<file path="config.mk">
export PLATFORM = sky130hd
export DESIGN_NAME = output_argmax_display
export DESIGN_NICKNAME = d
export VERILOG_FILES = /design/src/rtl/output_argmax_display.sv
export SDC_FILE = /design/constraint.sdc
export NUM_CORES = 1
export LEC_CHECK = 0
export CORE_MARGIN = 1
export CORE_UTILIZATION = 50
export CTS_BUF_LIST = sky130_fd_sc_hd__clkbuf_2
export CTS_CLUSTER_SIZE = 25
export DETAILED_ROUTE_END_ITERATION = 10
export PLACE_DENSITY_LB_ADDON = 0.08
export REMOVE_ABC_BUFFERS = 1
export SLEW_MARGIN = 15
export SYNTH_ARGS = -nofsm -noshare
export SYNTH_HDL_FRONTEND = slang
export SYNTH_SLANG_ARGS = --single-unit
</file>
<file path="constraint.sdc">
create_clock -name clk -period 2.7 [get_ports clk]
set_clock_uncertainty 0.15 [all_clocks]
set_input_delay 0.27 -clock clk [delete_from_list [all_inputs] [get_ports clk]]
set_output_delay 0.27 -clock clk [all_outputs]
set_load 0.01 [all_outputs]
</file>
<file path="src/rtl/output_argmax_display.sv">
// -----------------------------------------------------------------------------
// output_argmax_display
//
// Collects NUM_CLASSES signed output-neuron scores for one inference. The
// scores arrive in class order. The block reports the index of the largest
// score, and ties go to the lowest index. It keeps a 3-digit BCD count of
// completed inferences. A 4-digit multiplexed 7-segment display shows the
// predicted class and that count.
//
// Ports
//   clk, rst_n        : rising-edge clock, asynchronous active-low reset
//   start             : one-cycle request to begin collecting an inference
//   score_valid       : qualifies score; one score accepted per asserted cycle
//   score             : signed Q5.11 score, class 0 first
//   busy              : high while collecting
//   done              : one-cycle pulse when a classification completes
//   class_out         : last predicted class index (held until next result)
//   CA..CG            : active-low segment drives a..g
//   AN                : active-low one-hot digit enables, AN[0] rightmost
//
// Display digits: AN0 = class_out ("-" until the first result after reset),
//                 AN1 = units, AN2 = tens, AN3 = hundreds of the count.
// -----------------------------------------------------------------------------
module output_argmax_display #(
  parameter int SCORE_WIDTH = 16,
  parameter int NUM_CLASSES = 10,
  parameter int REFRESH_DIV = 100000
) (
  input  logic                          clk,
  input  logic                          rst_n,
  input  logic                          start,
  input  logic                          score_valid,
  input  logic signed [SCORE_WIDTH-1:0] score,
  output logic                          busy,
  output logic                          done,
  output logic [3:0]                    class_out,
  output logic                          CA,
  output logic                          CB,
  output logic                          CC,
  output logic                          CD,
  output logic                          CE,
  output logic                          CF,
  output logic                          CG,
  output logic [3:0]                    AN
);

  localparam int IDX_W = (NUM_CLASSES > 1) ? $clog2(NUM_CLASSES) : 1;
  localparam int REF_W = (REFRESH_DIV > 1) ? $clog2(REFRESH_DIV) : 1;
  localparam logic [IDX_W-1:0] LAST_IDX = IDX_W'(NUM_CLASSES - 1);
  localparam logic [REF_W-1:0] REF_LAST = REF_W'(REFRESH_DIV - 1);

  // Active-low {a,b,c,d,e,f,g} patterns
  localparam logic [6:0] SEG_DASH  = 7'b1111110;
  localparam logic [6:0] SEG_BLANK = 7'b1111111;

  typedef enum logic [1:0] {
    IDLE    = 2'd0,
    COLLECT = 2'd1,
    FINISH  = 2'd2
  } state_t;

  state_t                        state;
  logic [IDX_W-1:0]              idx;
  logic signed [SCORE_WIDTH-1:0] best_score;
  logic [IDX_W-1:0]              best_idx;
  logic                          has_result;
  logic [3:0]                    bcd_units;
  logic [3:0]                    bcd_tens;
  logic [3:0]                    bcd_hundreds;

  logic [REF_W-1:0]              ref_cnt;
  logic [1:0]                    digit_sel;

  // The first score always loads. After that only a strictly greater score
  // replaces the best one, so ties keep the earlier (lower) index.
  logic             take;
  logic [IDX_W-1:0] win_idx;

  assign take    = (idx == '0) || (score > best_score);
  assign win_idx = take ? idx : best_idx;

  // ---------------------------------------------------------------------------
  // Collection FSM and inference counter
  // ---------------------------------------------------------------------------
  // NOTE: every register in a clocked block uses <=. Reads in the same block
  // then see the value from before the edge, and no ordering race can occur.
  always_ff @(posedge clk or negedge rst_n) begin
    if (!rst_n) begin
      state        <= IDLE;
      idx          <= '0;
      best_score   <= '0;
      best_idx     <= '0;
      busy         <= 1'b0;
      done         <= 1'b0;
      class_out    <= 4'd0;
      has_result   <= 1'b0;
      bcd_units    <= 4'd0;
      bcd_tens     <= 4'd0;
      bcd_hundreds <= 4'd0;
    end else begin
      done <= 1'b0;
      case (state)
        IDLE: begin
          if (start) begin
            state      <= COLLECT;
            idx        <= '0;
            best_score <= '0;
            best_idx   <= '0;
            busy       <= 1'b1;
          end
        end

        COLLECT: begin
          if (score_valid) begin
            idx <= idx + 1'b1;
            if (take) begin
              best_score <= score;
              best_idx   <= idx;
            end
            if (idx == LAST_IDX) begin
              // The result includes the score accepted on this same edge.
              state      <= FINISH;
              busy       <= 1'b0;
              done       <= 1'b1;
              class_out  <= 4'(win_idx);
              has_result <= 1'b1;
              if (bcd_units == 4'd9) begin
                bcd_units <= 4'd0;
                if (bcd_tens == 4'd9) begin
                  bcd_tens     <= 4'd0;
                  bcd_hundreds <= (bcd_hundreds == 4'd9) ? 4'd0 : bcd_hundreds + 4'd1;
                end else begin
                  bcd_tens <= bcd_tens + 4'd1;
                end
              end else begin
                bcd_units <= bcd_units + 4'd1;
              end
            end
          end
        end

        FINISH: state <= IDLE;

        default: state <= IDLE;
      endcase
    end
  end

  // ---------------------------------------------------------------------------
  // Display refresh: this counter runs free and is independent of the FSM
  // ---------------------------------------------------------------------------
  always_ff @(posedge clk or negedge rst_n) begin
    if (!rst_n) begin
      ref_cnt   <= '0;
      digit_sel <= 2'd0;
    end else if (ref_cnt == REF_LAST) begin
      ref_cnt   <= '0;
      digit_sel <= digit_sel + 2'd1;
    end else begin
      ref_cnt <= ref_cnt + 1'b1;
    end
  end

  function automatic logic [6:0] seg_decode(input logic [3:0] d);
    case (d)
      4'd0:    seg_decode = 7'b0000001;
      4'd1:    seg_decode = 7'b1001111;
      4'd2:    seg_decode = 7'b0010010;
      4'd3:    seg_decode = 7'b0000110;
      4'd4:    seg_decode = 7'b1001100;
      4'd5:    seg_decode = 7'b0100100;
      4'd6:    seg_decode = 7'b0100000;
      4'd7:    seg_decode = 7'b0001111;
      4'd8:    seg_decode = 7'b0000000;
      4'd9:    seg_decode = 7'b0000100;
      default: seg_decode = SEG_BLANK;
    endcase
  endfunction

  logic [6:0] seg;

  // NOTE: every output of this block gets a default value first. Then no path
  // through the case leaves an output unassigned, so no latch is inferred.
  always_comb begin
    AN  = 4'b1111;
    seg = SEG_BLANK;
    case (digit_sel)
      2'd0: begin
        AN  = 4'b1110;
        seg = has_result ? seg_decode(class_out) : SEG_DASH;
      end
      2'd1: begin
        AN  = 4'b1101;
        seg = seg_decode(bcd_units);
      end
      2'd2: begin
        AN  = 4'b1011;
        seg = seg_decode(bcd_tens);
      end
      default: begin
        AN  = 4'b0111;
        seg = seg_decode(bcd_hundreds);
      end
    endcase
  end

  assign {CA, CB, CC, CD, CE, CF, CG} = seg;

endmodule

</file>
==> results.json, run 1 <==
{
  "timing.rr.end": "class_out[1]",
  "fill_cells": 690,
  "cell_internal_pwr_uw": 2430,
  "die_outline_area_sq_um": 9030,
  "place_congestion": 0.823,
  "maxCapViolCount": 0,
  "clock.fmax_ghz": 0.387,
  "drc_errors": 0,
  "power_density_nw_per_um2": 800,
  "sinks_on_clock_net": 64,
  "dr_total_vias": 3541,
  "initial_antenna_violation_count": 0,
  "grt_pass1_wl_microns": 15000,
  "p_comb_share_pct": 53.8,
  "synth_area_leader_cell": "sky130_fd_sc_hd__dfrtp_1",
  "dieWidth_microns": 95.0,
  "vdd_ir_drop_max_mv": 0.378,
  "cp_data_arrival_time_ps": 2170,
  "number_of_buffers_created_by_cts": 9,
  "antenna-diode-count": 0,
  "number_of_top_level_pins": 37,
  "synth_most_common_cell": "sky130_fd_sc_hd__nand2_1",
  "netlist_top_cells_count": "74 x sky130_fd_sc_hd__nand2_1, 64 x sky130_fd_sc_hd__dfrtp_1, 58 x sky130_fd_sc_hd__inv_1",
  "synth_top_area_share_pct": 37.0,
  "period_needed_ps": 2590,
  "critical_path.max_fanout": 6,
  "dp_worst_setup_slack_ps": -192,
  "register_area_sq_um": 1610,
  "multi_input_comb_area_sq_um": 2590,
  "hold_slack_ps": 137,
  "critPathMaxStageDelay_ps": 430,
  "netlist_instances": 501,
  "timing_max_transition_violations_final": 0,
  "dr.first_iter.drc_count": 190,
  "clkLatencyLatePin_ps": 490,
  "nets": 633,
  "postSynth.topFlopCell": "sky130_fd_sc_hd__dfrtp_1",
  "final_worst_slack_ps": 114,
  "leakagePower_uw": 0.00255,
  "pwr-share-clk_pct": 11.3,
  "routedWlPerCell_microns": 13.5,
  "grt_start_max_net_pins": 39,
  "async_s_r_ff_share_synth_pct": 100,
  "firstDrtPassIters": 4,
  "synth_area_per_cell_sq_um": 8.64,
  "ctsHtreeMaxLevel": 3,
  "critical-path-top-cell-by-count": "sky130_fd_sc_hd__nand2_1",
  "route.final.wire_length_microns": 9080,
  "tightest_slew_ps": 745,
  "setup_viol": 0,
  "yosys_warnings": 0,
  "regToRegSetupSlack_ps": 130,
  "path_clk_slew_ps": 190,
  "synth-edff-count": 0,
  "hpwl_microns": 6490,
  "number_of_hold_violations_in_the_final_report": 0,
  "port-buffer-count": 36,
  "via_per_inst": 5.25,
  "cp-end-kind": "output port",
  "grt_overflow_total": 0,
  "synth-seq-area-share_pct": 37.0,
  "synth_area_sq_um": 4330,
  "clock_path_buffers": 2,
  "core_sq_um": 8300,
  "die_y_microns": 95.0,
  "remaining_antenna_violation_count": 0,
  "drive_gt1_share_pct": 18.1,
  "netSwitchingFraction_pct": 41.9,
  "gr-usage-all-layers_pct": 21.5,
  "tritoncts": "done",
  "via_count_of_the_first_global_routing_pass": 3312,
  "outcome": "complete, no violations",
  "flow.area_growth_from_synthesis_pct": 20.8,
  "switchingPower_uw": 1750,
  "root_buffer": "sky130_fd_sc_hd__clkbuf_2",
  "hold_path.class": "input port to asynchronous set/reset pin",
  "timing_worst_setup_path_type": "register to output port",
  "rsz0062_at_grt": "true",
  "floorplan.initialDensity_pct": 52.1,
  "finalSetupTns_ps": 0,
  "worstPathCellList": "inv_2, ha_1, nand2_1, nand2_1, a222oi_1, a21oi_1, buf_2",
  "rows": 33,
  "worstSetupStartpointType": "register",
  "power.sequential.fraction_pct": 34.9,
  "period_share_pct": 95.8,
  "yosys-top-cells-area": "sky130_fd_sc_hd__dfrtp_1 37%, sky130_fd_sc_hd__ha_1 14%, sky130_fd_sc_hd__nand2_1 6.4%",
  "slew_headroom_pct": 50.2,
  "timing.reg2reg.worst_path_depth": 10,
  "netlist_cell_types": 43,
  "worst_ep_required_time_ps": 2280,
  "critical_path.slowest_cell": "sky130_fd_sc_hd__dfrtp_1",
  "synth.ff_latch_count": 64,
  "critical_path.reg2reg.startpoint": "best_score[15]"
}
## registers in the layout, indices dropped and copies added, names as in the netlist
register,flops
best_score,16
class_out,4
has_result,1
done,1
state,2
ref_cnt,17
digit_sel,2
idx,4
best_idx,4
busy,1
bcd_units,4
bcd_tens,4
bcd_hundreds,4
## worst max-delay path by stage
stage	cells past startpoint	from	end	slack [ps]
6_report	7	bcd_units[0]	CB	110
5_1_grt	9	class_out[1]	CC	-20
4_1_cts	8	bcd_tens[0]	CF	-5
3_3_place_gp	10	score[13]	class_out[0]	-130
3_5_place_dp	10	score[15]	best_score[5]	-190
2_1_floorplan	9	best_score[15]	best_idx[2]	-680
## per-stage QoR
stage / cell area, sq um / utilization (%) / power (uW) / cells
global placement: 4880 / 58.9 / 3480 / 643
finish: 5230 / 63.0 / 4180 / 674
floorplan: 4250 / - / 2770 / 484
global route: 5230 / 63.0 / 4560 / 674
detailed placement: 4880 / 58.9 / 3530 / 643
CTS: 5070 / 61.1 / 4050 / 667
## power by group through the flow
stage / Clock, uW / Sequential (uW) / Combinational, uW
after floorplan: 0 / 1470 / 1300
after global placement: 0 / 1460 / 2020
after detailed placement: 0 / 1470 / 2060
after CTS: 491 / 1450 / 2110
after global routing: 528 / 1510 / 2530
final: 471 / 1460 / 2250
## worst max-delay path: cells and delay by family (launching register included)
kind                     cells  cell delay [ps]
buffers and inverters        2              250
flip-flops                   1              430
AND/OR/NAND/NOR              2              150
adder cells (fa/ha/maj)      1              310
AO/OA/AOI/OAI                2              560
## layout by cell type, fill, tap and decap left out, types with 5 or more instances in the layout
cell type	instances
sky130_fd_sc_hd__nand2_1	74
sky130_fd_sc_hd__inv_2	6
sky130_fd_sc_hd__inv_1	50
sky130_fd_sc_hd__nand2b_1	10
sky130_fd_sc_hd__o21ai_1	7
sky130_fd_sc_hd__mux2i_1	23
sky130_fd_sc_hd__xnor2_1	8
sky130_fd_sc_hd__dfrtp_1	60
sky130_fd_sc_hd__o21ai_0	25
sky130_fd_sc_hd__ha_1	42
sky130_fd_sc_hd__xor2_1	10
sky130_fd_sc_hd__buf_2	5
sky130_fd_sc_hd__nand4_1	6
sky130_fd_sc_hd__buf_4	28
sky130_fd_sc_hd__nor2_1	30
sky130_fd_sc_hd__nand3_1	13
sky130_fd_sc_hd__clkdlybuf4s50_1	28
sky130_fd_sc_hd__a21o_1	7
sky130_fd_sc_hd__nor2b_1	5
sky130_fd_sc_hd__clkbuf_2	13
sky130_fd_sc_hd__a21oi_1	34
## final cells by class
class / count / share of cell area, %
multi-input cells: 362 / 49.5
flip-flops and latches: 64 / 30.7
repair buffers: 69 / 11.5
inverters: 58 / 4.26
well taps: 105 / 2.51
clock buffers: 11 / 1.05
clock inverters: 5 / 0.455
## per-layer routing
layer | GRT usage (%) | wire (microns) | share of wire, % | vias to the layer above
met5 | 0 | 0 | 0 | -
met4 | 8.46 | 124 | 1.4 | 0
met3 | 4.55 | 379 | 4.2 | 11
met2 | 33.6 | 4090 | 45 | 54
met1 | 29.1 | 4490 | 49 | 1667
li1 | - | - | - | 1809
## what timing repair did
action | CTS | global route
endpoints found under the hold margin | 26 | 0
hold buffers | 1 | 0
buffers inserted | 8 | 8
pin swaps | 14 | 23
endpoints found under the setup margin | 7 | 30
resized for setup | 43 | 35
## cell families (layout without fill, tap and decap cells)
kind of cell | after synthesis | count (layout) | synth area share [%]
flops | 64 | 64 | 37.0
xor+xnor | 18 | 18 | 3.64
compound gates | 103 | 103 | 14.3
buf+inv | 75 | 143 | 6.88
simple gates | 165 | 165 | 17.6
mux | 27 | 27 | 6.36
fa+ha+maj | 49 | 49 | 14.2
Note: power is estimated with default switching activity, not from simulation.
==> run 2: changes to the inputs <==
- ABC_CLOCK_PERIOD_IN_PS: not set -> 2700
==> results of run 2 <==
Final layout, timing and power as in run 1 (identical DEF).
